[src/rtl/ball_sched.sv]
// Sequences a 4-object ball motion update on each vsync rise: one ADD and one CHECK cycle per object, then DONE.
// Nine busy cycles per frame. Velocity writes stall (cfg_ready low) until the FSM is idle and no frame is starting.
module ball_sched #(
  parameter int N_OBJ     = 4,
  parameter int BALL_SIZE = 4,
  parameter int H_MAX     = 640,
  parameter int V_MAX     = 480
) (
  input  logic                 clk,
  input  logic                 res,
  input  logic                 vsync,
  input  logic                 stop,
  input  logic                 step,
  input  logic                 cfg_valid,
  output logic                 cfg_ready,
  input  logic [1:0]           cfg_idx,
  input  logic [9:0]           cfg_hvel,
  input  logic [9:0]           cfg_vvel,
  output logic [10*N_OBJ-1:0]  pos_h,
  output logic [10*N_OBJ-1:0]  pos_v,
  output logic                 busy,
  output logic                 frame_done
);

  typedef enum logic [1:0] {IDLE, ADD, CHECK, DONE} state_t;

  state_t     state, state_nxt;
  logic [1:0] idx, idx_nxt;
  logic       vsync_q, step_pend, vs_rise, start;
  logic [9:0] ph [N_OBJ];
  logic [9:0] pv [N_OBJ];
  logic [9:0] hv [N_OBJ];
  logic [9:0] vv [N_OBJ];
  logic [9:0] sum_h, sum_v;
  logic       h_edge, v_edge;

  assign vs_rise   = vsync & ~vsync_q;
  assign busy      = (state != IDLE);
  assign cfg_ready = (state == IDLE) & ~vs_rise;

  // One shared adder pair and comparator pair, steered by idx.
  assign sum_h  = ph[idx] + hv[idx];
  assign sum_v  = pv[idx] + vv[idx];
  assign h_edge = (ph[idx] <= 10'(BALL_SIZE)) | (ph[idx] >= 10'(H_MAX - BALL_SIZE));
  assign v_edge = (pv[idx] <= 10'(BALL_SIZE)) | (pv[idx] >= 10'(V_MAX - BALL_SIZE));

  always_comb begin
    state_nxt = state;
    idx_nxt   = idx;
    start     = 1'b0;
    case (state)
      IDLE: begin
        if (vs_rise && (!stop || step_pend)) begin
          state_nxt = ADD;
          idx_nxt   = 2'd0;
          start     = 1'b1;
        end
      end
      ADD:   state_nxt = CHECK;
      CHECK: begin
        if (idx != 2'(N_OBJ - 1)) begin
          idx_nxt   = idx + 2'd1;
          state_nxt = ADD;
        end else begin
          state_nxt = DONE;
        end
      end
      DONE:    state_nxt = IDLE;
      default: state_nxt = IDLE;
    endcase
  end

  always_ff @(posedge clk or negedge res) begin
    if (!res) begin
      state      <= IDLE;
      idx        <= 2'd0;
      vsync_q    <= 1'b0;
      step_pend  <= 1'b0;
      frame_done <= 1'b0;
    end else begin
      state      <= state_nxt;
      idx        <= idx_nxt;
      vsync_q    <= vsync;
      frame_done <= (state_nxt == DONE);
      // A step coinciding with the frame start is kept for the following frame.
      if (start)
        step_pend <= step;
      else if (step)
        step_pend <= 1'b1;
    end
  end

  always_ff @(posedge clk or negedge res) begin
    if (!res) begin
      for (int i = 0; i < N_OBJ; i++) begin
        ph[i] <= 10'(H_MAX / 2 - BALL_SIZE);
        pv[i] <= 10'(V_MAX / 2 - BALL_SIZE);
        hv[i] <= 10'd2;
        vv[i] <= 10'd2;
      end
    end else begin
      if (state == ADD) begin
        ph[idx] <= sum_h;
        pv[idx] <= sum_v;
      end
      if (state == CHECK) begin
        if (h_edge) hv[idx] <= -hv[idx];
        if (v_edge) vv[idx] <= -vv[idx];
      end
      if (cfg_valid && cfg_ready) begin
        hv[cfg_idx] <= cfg_hvel;
        vv[cfg_idx] <= cfg_vvel;
      end
    end
  end

  always_comb begin
    pos_h = '0;
    pos_v = '0;
    for (int i = 0; i < N_OBJ; i++) begin
      pos_h[10*i +: 10] = ph[i];
      pos_v[10*i +: 10] = pv[i];
    end
  end

endmodule

[config.mk]
export PLATFORM = sky130hd
export DESIGN_NAME = ball_sched
export DESIGN_NICKNAME = d
export VERILOG_FILES = /design/src/rtl/ball_sched.sv
export SDC_FILE = /design/constraint.sdc
export NUM_CORES = 1
export LEC_CHECK = 0
export CAP_MARGIN = 20
export CORE_ASPECT_RATIO = 1.1
export CORE_MARGIN = 2
export CORE_UTILIZATION = 53
export CTS_BUF_LIST = sky130_fd_sc_hd__clkbuf_2
export CTS_CLUSTER_DIAMETER = 200
export DETAILED_ROUTE_END_ITERATION = 10
export PLACE_DENSITY = 0.85
export SLEW_MARGIN = 20
export SYNTH_ARGS = -nofsm -noshare
export SYNTH_HDL_FRONTEND = slang
export SYNTH_SLANG_ARGS = --single-unit
[constraint.sdc]
create_clock -name clk -period 3.7 [get_ports clk]
set_clock_uncertainty 0.1 [all_clocks]
set_input_delay 0.925 -clock clk [delete_from_list [all_inputs] [get_ports clk]]
set_output_delay 0.925 -clock clk [all_outputs]
set_load 0.005 [all_outputs]
# Word level (Yosys, flattened, before mapping)
# Index checks and enable logic that the tools add are counted.
# word_totals
reg_bits	167
inputBits	28
wordCells	98
# op_classes
n_addsub	5
order_cmp	8
n_eq_ne	7
muxes	38
n_bitwise	8
n_reduce_logical	11
# op_table
cell	n
bitwise mux 40 bit	6
2-to-1 mux 40 bit	6
2-to-1 mux 10 bit	10
binary-select mux 10 bit (select 2 bit)	4
demux 10 bit (select 2 bit)	2
adder 10 bit	2
<= comparator 10 x 3 -> 1 bit (second input constant)	2
negation 10 bit	2
>= comparator 10 bit (second input constant)	1
>= comparator 10 x 9 -> 1 bit (second input constant)	1
2-to-1 mux 2 bit	4
one-hot mux 2 bit (4 select lines)	1
equality test 2 bit (second input constant)	3
>= comparator 3 bit (second input constant)	2
less-than comparator 3 x 1 -> 1 bit (second input constant)	2
NOT 2 -> 3 bit	2
nonzero test 2 bit	3
logical AND 1 bit	4
2-to-1 mux 1 bit	4
inequality test 2 bit (second input constant)	2
one-hot mux 2 bit (2 select lines)	1
AND reduction 3 bit	1
adder 2 x 1 -> 2 bit (second input constant)	1
AND 1 bit	2
other kinds (7)	9

# Logic depth before layout (Yosys ltp)
# Gate-level depths: netlist of the first run.
# logic_depth
word_depth	10
depth_mapped	13

# Worst setup path after synthesis of the first run
# OpenSTA, ideal clock, no wires.
# synth_path
path_kind	register -> register
startpoint	reg idx[0]
endpoint	reg pv (netlist bit pos_v[18])
arrival_ns	3.256
required_time_ns	3.513
path_slack_ns	0.257
stages_incl_launch_ff	14
period_less_slack_ns	3.443
path_cell_list	dfrtp_1 > buf_6 > buf_8 > buf_6 > mux4_2 > ha_1 > fa_1 > a21o_1 > a21oi_1 > o21bai_1 > a21o_1 > a21oi_1 > nand3_1 > o211ai_1
# synth_between
elab_chain_cells	6
# synth_lines
element	line_no	source
from (decl)	28	logic [1:0] idx, idx_nxt;
from (signal assigned)	82	idx <= idx_nxt;
NOT 2 -> 3 bit (implied by the code) *	43, 104	
binary-select mux 10 bit (select 2 bit) (tied with other cells)	43	assign sum_v = pv[idx] + vv[idx];
2-to-1 mux 10 bit (implied by the code) or logical AND 1 bit (tied branches)	43, 104	
2-to-1 mux 10 bit (on tied branches)	43, 104	
adder 10 bit or demux 10 bit (select 2 bit) (tied branches)	43, 104	
bitwise mux 40 bit *	104	pv[idx] <= sum_v;
to (signal, indexed assignment)	97	pv[i] <= 10'(V_MAX / 2 - BALL_SIZE);
to (signal, indexed assignment)	104	
to (decl)	31	logic [9:0] pv [N_OBJ];
# Every way passes the cells marked *; elsewhere a longest branch is shown, timed or not. The select of a mux whose other input is x is not followed.
# A chain may end at the register's enable or synchronous reset.

# Final worst setup path of the first run
# layout_path
startpoint	reg idx[0]
endpoint	reg pv (netlist bit pos_v[8])
# Same word-level chain as after synthesis.

==> results of run 1 <==
-- worst min-delay path by stage --
stage,startpoint,endpoint,cells past startpoint,slack [ns]
final,pos_v[23],pos_v[23],2,0.40
after global routing,vsync,vsync_q,1,0.40
after CTS,vsync,vsync_q,1,0.40
after detailed placement,step_pend,step_pend,1,0.36
after global placement,step_pend,step_pend,1,0.37
after floorplan,step_pend,step_pend,1,0.34
-- worst max-delay path, cell delays in order (launching register included) --
cell      delay (ns)
dfrtp_4         0.59
buf_4           0.18
mux4_1          0.61
ha_1            0.26
fa_1            0.41
a21o_1          0.17
a21oi_1         0.23
o21bai_1        0.10
a21o_1          0.21
a21oi_1         0.17
buf_4           0.18
nand3_1         0.09
o211ai_1        0.12
-- flip-flops by register name (all words and copies together) (netlist names) --
register	count
frame_done	1
hv	40
idx	2
pos_h	40
pos_v	40
state	2
step_pend	1
vsync_q	1
vv	40
-- through the flow --
stage | std cells | instance area, µm²
2_1_floorplan | 892 | 9190
4_1_cts | 1250 | 10800
3_3_place_gp | 1217 | 10600
5_1_grt | 1258 | 10900
6_report | 1258 | 10900
3_5_place_dp | 1217 | 10600
-- kinds of logic after synthesis --
kind of cell | count (synthesis)
simple gates | 292
compound gates | 196
flops | 167
mux | 118
buf+inv | 61
xor+xnor | 32
fa+ha+maj | 26
-- layout make-up --
class	instances	share of cell area [%]
Sequential cell	167	39.0
Antenna cell	1	0.0230
Inverter	13	0.448
Multi-Input combinational cell	664	43.0
Clock inverter	11	0.999
Clock buffer	21	0.965
Timing Repair Buffer	147	12.9
Tap cell	234	2.69
-- report_power, final --
group / switching [mW] / total (mW) / internal, mW / leakage, nW
clock network: 0.623 / 0.933 / 0.311 / 0.141
logic: 3.82 / 7.03 / 3.20 / 2.68
registers: 0.649 / 3.55 / 2.90 / 1.93
-- what timing repair did --
| item | 4_1_cts | 5_1_grt |
|---|---|---|
| hold buffers | 1 | 0 |
| resized for setup | 0 | 1 |
| setup buffers | 0 | 7 |
| endpoints found under the hold margin | 29 | 0 |
| setup endpoints to repair | 0 | 12 |
-- cell usage in the layout (no fill, tap or decap), types with 2 or more instances in the layout --
cell type | netlist | final
a21o_1 | 9 | 9
a21oi_1 | 39 | 39
a31oi_1 | 2 | 2
and2_1 | 4 | 4
and4_1 | 2 | 2
buf_12 | 0 | 2
buf_4 | 4 | 34
bufinv_16 | 0 | 2
clkbuf_2 | 0 | 21
clkdlybuf4s50_1 | 0 | 109
clkinv_2 | 0 | 6
clkinvlp_4 | 0 | 2
dfrtp_1 | 119 | 117
dfstp_2 | 48 | 48
fa_1 | 2 | 2
ha_1 | 24 | 24
inv_1 | 13 | 13
mux2i_1 | 78 | 78
mux4_1 | 4 | 4
mux4_2 | 36 | 36
nand2_1 | 200 | 200
nand2b_1 | 3 | 3
nand3_1 | 16 | 16
nand4b_1 | 2 | 2
nor2_1 | 31 | 31
nor2_8 | 4 | 4
nor2b_1 | 6 | 6
nor3_1 | 9 | 7
nor3_2 | 4 | 6
nor3b_1 | 4 | 3
nor4_1 | 2 | 2
o211ai_1 | 8 | 8
o21ai_0 | 97 | 97
o21ai_1 | 34 | 34
o21bai_1 | 2 | 2
or2_2 | 2 | 2
xnor2_1 | 18 | 18
xor2_1 | 14 | 14
-- per-layer routing --
layer / track usage [%] / vias to the layer above / share of wire (%)
met5: 0 / - / 0
met4: 8.49 / 0 / 2.1
met2: 41.7 / 289 / 50
met1: 34.6 / 3620 / 42
met3: 4.10 / 40 / 5.8
li1: - / 3386 / -
==> impl_metrics.yaml, run 1 <==
timing:
  hold_ws_ns: 0.401
  tightestPinTransition_ns: 0.760
  relSlewSlack_pct: 49.2
  rsz0062_at_grt: "false"
  drv_slew: 0
  final.period_utilization_pct: 94.1
  fmax_ghz: 0.287
  period_needed_ns: 3.48
  final-setup-viol-count: 0
  fin_setup_tns_ns: 0
  setup_slack_ns: 0.220
  report.final.hold_viol_count: 0
synthesis:
  synthTopCellsByArea: "dfrtp_1 32%, dfstp_2 14%, mux4_2 8.8%"
  syn_area_um2: 9190
  ys_seq_area_share_pct: 46.1
  synthTopCellsByCount: "200 x nand2_1, 119 x dfrtp_1, 97 x o21ai_0"
  synth_simple_gate_area_share_pct: 14.2
  yosysWarnings: 0
  async_flop_share_pct: 100
  synthMuxAreaShare_pct: 18.5
  syn_inst: 892
  synth-adder-area-share_pct: 3.70
  synth_compound_area_share_pct: 11.4
  synth_edf_count: 0
  synth_xor_area_share_pct: 3.05
  yosysTopAreaCellShare_pct: 32.4
  syn_nets: 946
  synth_top_family_by_area: "multiplexers"
  synth.most_common_cell: "nand2_1"
  synth.avg_cell_area_um2: 10.3
  synth-seq-cells: 167
  synth_ff_type: "dfrtp_1"
  yosysUniqueCellTypes: 44
  synth_top_cell_by_area: "dfrtp_1"
finish:
  finalNetCount: 1064
  drive_above_1_share_pct: 16.4
  nFillCells: 1349
  register_area_um2: 4240
  multi_input_area_um2: 4680
  area_growth_pct: 18.5
  utilization_pct: 64.0
floorplan:
  die_w_um: 130
  fp-row-count: 50
  io_pins: 111
  dieArea_um2: 18400
  coreArea_um2: 17000
  die_h_um: 142
  start_util_pct: 54.0
place:
  port_buffers: 110
  place_ws_ns: 0.122
  gp_congestion: 0.944
  hpwl_um: 16200
route:
  drc: 0
  wl_um: 22700
  drt_pass1_iterations: 5
  routed_via_density: 5.83
  drtAntennaViolNets: 0
  drtIter0Drc: 696
  vias: 7335
  wl_per_cell_um: 18.0
pwr:
  powerDensity_nw_per_um2: 1060
  design_power_total_mw: 11.5
  peakVddDrop_uv: 450
  power.leakage_nw: 4.75
critical_path:
  r2r-end: "pos_v[8]"
  r2r_slack_ns: 0.22
  rr_startpoint: "idx[0]"
  worstSetupStartpointType: "flip-flop"
  worst-r2r-cell-count: 12
  crit_start: "idx[0]"
  worstPathRequired_ns: 4.32
  worstSetupEndpoint: "pos_v[8]"
  crit_type: "reg -> reg"
  crit_path_max_fanout: 13
  critPathCaptureType: "flip-flop"
  arrival_ns: 4.10
clocking:
  cts_buffers: 17
  cts_tree: "done"
  htreeDepth: 4
  clockRootBuffer: "clkbuf_2"
  clock-sinks: 167
  clock_latency_ns: 0.80
  clkTransAtPathRegs_ns: 0.23
  clockBufferDepth: 2
global_route:
  grt_first_pass_wirelength_um: 36500
  first_global_vias: 7199
  antenna_found_initial: 1
  grt_overflow: 0
  grt_usage_pct: 25.4
  grt_start_max_net_pins: 62
min_path:
  worstHoldPathType: "reg -> reg"
status:
  status: "complete, no violations"
job:
  max-cap-violations: 0
Power figures use the tool's default switching activity.
==> run 2: changes to the inputs <==
--- a/config.mk
+++ b/config.mk
@@ -10,7 +10,7 @@
 export CORE_MARGIN = 2
 export CORE_UTILIZATION = 53
 export CTS_BUF_LIST = sky130_fd_sc_hd__clkbuf_2
-export CTS_CLUSTER_DIAMETER = 200
+export CTS_CLUSTER_DIAMETER = 40
 export DETAILED_ROUTE_END_ITERATION = 10
 export PLACE_DENSITY = 0.85
 export SLEW_MARGIN = 20
==> results of run 2 <==
Same layout as run 1: the final DEF is identical, and so are final timing and power.
==> run 3: changes to the inputs <==
--- a/config.mk
+++ b/config.mk
@@ -8,11 +8,10 @@
 export CAP_MARGIN = 20
 export CORE_ASPECT_RATIO = 1.1
 export CORE_MARGIN = 2
-export CORE_UTILIZATION = 53
-export CTS_BUF_LIST = sky130_fd_sc_hd__clkbuf_2
+export CORE_UTILIZATION = 51
 export CTS_CLUSTER_DIAMETER = 40
 export DETAILED_ROUTE_END_ITERATION = 10
-export PLACE_DENSITY = 0.85
+export PLACE_DENSITY = 0.83
 export SLEW_MARGIN = 20
 export SYNTH_ARGS = -nofsm -noshare
 export SYNTH_HDL_FRONTEND = slang
==> run 3 against run 2 <==
  * Final area up 3.0%
  * Clock power rose by 91%
  * Utilization down 0.53 points
  * Register-to-register slack gained 0.07 ns
  * Flip-flop and latch count did not move
  * Combinational power is essentially flat
  * Sequential share of layout area down 1.1 points
  * Wire length rose by 3.4%
  * Critical path type unchanged
  * Highest routed layer unchanged
==> impl_metrics.yaml, run 3 (synthesis gave the netlist of run 1 again) <==
route:
  drtIter0Drc: 703
  wl_per_cell_um: 18.7
  vias: 7275
  routed_via_density: 5.80
  drt_pass1_iterations: 6
  drtAntennaViolNets: 0
  drc: 0
  wl_um: 23500
clocking:
  clockBufferDepth: 2
  clkTransAtPathRegs_ns: 0.06
  cts_buffers: 17
  cts_tree: "done"
  clock_latency_ns: 0.44
  clock-sinks: 167
  htreeDepth: 4
  clockRootBuffer: "clkbuf_16"
floorplan:
  dieArea_um2: 19100
  start_util_pct: 52.0
  fp-row-count: 51
  die_h_um: 145
  die_w_um: 132
  coreArea_um2: 17700
  io_pins: 111
timing:
  rsz0062_at_grt: "false"
  final-setup-viol-count: 0
  report.final.hold_viol_count: 0
  relSlewSlack_pct: 36.9
  tightestPinTransition_ns: 0.945
  period_needed_ns: 3.41
  fin_setup_tns_ns: 0
  drv_slew: 0
  hold_ws_ns: 0.384
  fmax_ghz: 0.293
  final.period_utilization_pct: 92.2
  setup_slack_ns: 0.289
critical_path:
  cpPeakStageDelay_ns: 0.76
  worstSetupStartpointType: "flip-flop"
  slowest_stage: "dfrtp_2"
  worstPathRequired_ns: 3.95
  crit_path_max_fanout: 22
  critical-path-top-delay-family: "compound AO/OA/AOI/OAI gates"
  crit_type: "reg -> reg"
  crit_path_cell_trace: "mux4_2 > ha_1 > fa_1 > a21o_1 > a21oi_1 > o21bai_1 > a21o_1 > a21oi_1 > buf_4 > nand3_1 > o211ai_1"
  arrival_ns: 3.66
  cp_num_buf_inv: 1
  r2r_slack_ns: 0.29
  critPathCaptureType: "flip-flop"
pwr:
  design_power_total_mw: 12.4
  peakVddDrop_uv: 529
  power.leakage_nw: 4.87
  powerDensity_nw_per_um2: 1110
finish:
  antenna_cells: 0
  finish.instance_area_um2: 11200
  layout_commonest_cell: "nand2_1"
  utilization_pct: 63.5
  mostFrequentLayoutCells: "200 x nand2_1, 117 x dfrtp_1, 109 x clkdlybuf4s50_1"
  instances_no_fill: 1255
  nFillCells: 1373
  finalNetCount: 1058
  area_growth_pct: 22.1
  drive_above_1_share_pct: 15.8
global_route:
  grt_usage_pct: 25.4
  grt_overflow: 0
  grt_first_pass_wirelength_um: 37900
  first_global_vias: 7239
  antenna_found_initial: 0
  grt_start_max_net_pins: 81
place:
  port_buffers: 110
  placed_cell_area_um2: 10600
  hpwl_um: 16300
  gp_congestion: 0.863
  place_ws_ns: 0.162
  dp_cells: 1218
min_path:
  worstHoldPathType: "reg -> reg"
status:
  status: "complete, no violations"
job:
  max-cap-violations: 0
run 3: what timing repair did:
item / 4_1_cts / 5_1_grt
resized for setup: 0 / 1
hold buffers: 0 / 0
buffers inserted: 0 / 5
endpoints found under the setup margin: 0 / 15
run 3: worst paths after layout:
kind / depth (start not counted) / end / from
min in group asynchronous: 1 / hv[13] / res
worst min-delay path: 1 / step_pend / step_pend
max in group asynchronous: 2 / pos_h[8] / res
worst min register to register: 1 / step_pend / step_pend
worst max register to register: 11 / pos_v[8] / idx[1]
worst max-delay path: 11 / pos_v[8] / idx[1]
run 3: cell type report:
class	instances	area [µm²]	area share (%)
Clock buffer	24	492	4.38
Clock inverter	8	95.1	0.847
Inverter	13	48.8	0.435
Multi-Input combinational cell	664	4680	41.7
Sequential cell	167	4240	37.8
Tap cell	238	298	2.65
Timing Repair Buffer	141	1360	12.1
run 3: report_power, final:
| part | total (mW) | internal [mW] | switching [mW] |
|---|---|---|---|
| Clock | 1.78 | 1.06 | 0.715 |
| Sequential | 3.61 | 2.92 | 0.689 |
| Combinational | 7.04 | 3.18 | 3.86 |
run 3: routing by layer:
layer / vias up / wire length, µm / GRT usage, % / part of all wire [%]
li1: 3378 / - / - / -
met1: 3595 / 9920 / 32.5 / 42
met2: 262 / 11700 / 42.8 / 50
met3: 40 / 1350 / 5.05 / 5.7
met4: 0 / 506 / 10.2 / 2.2
met5: - / 0 / 0 / 0
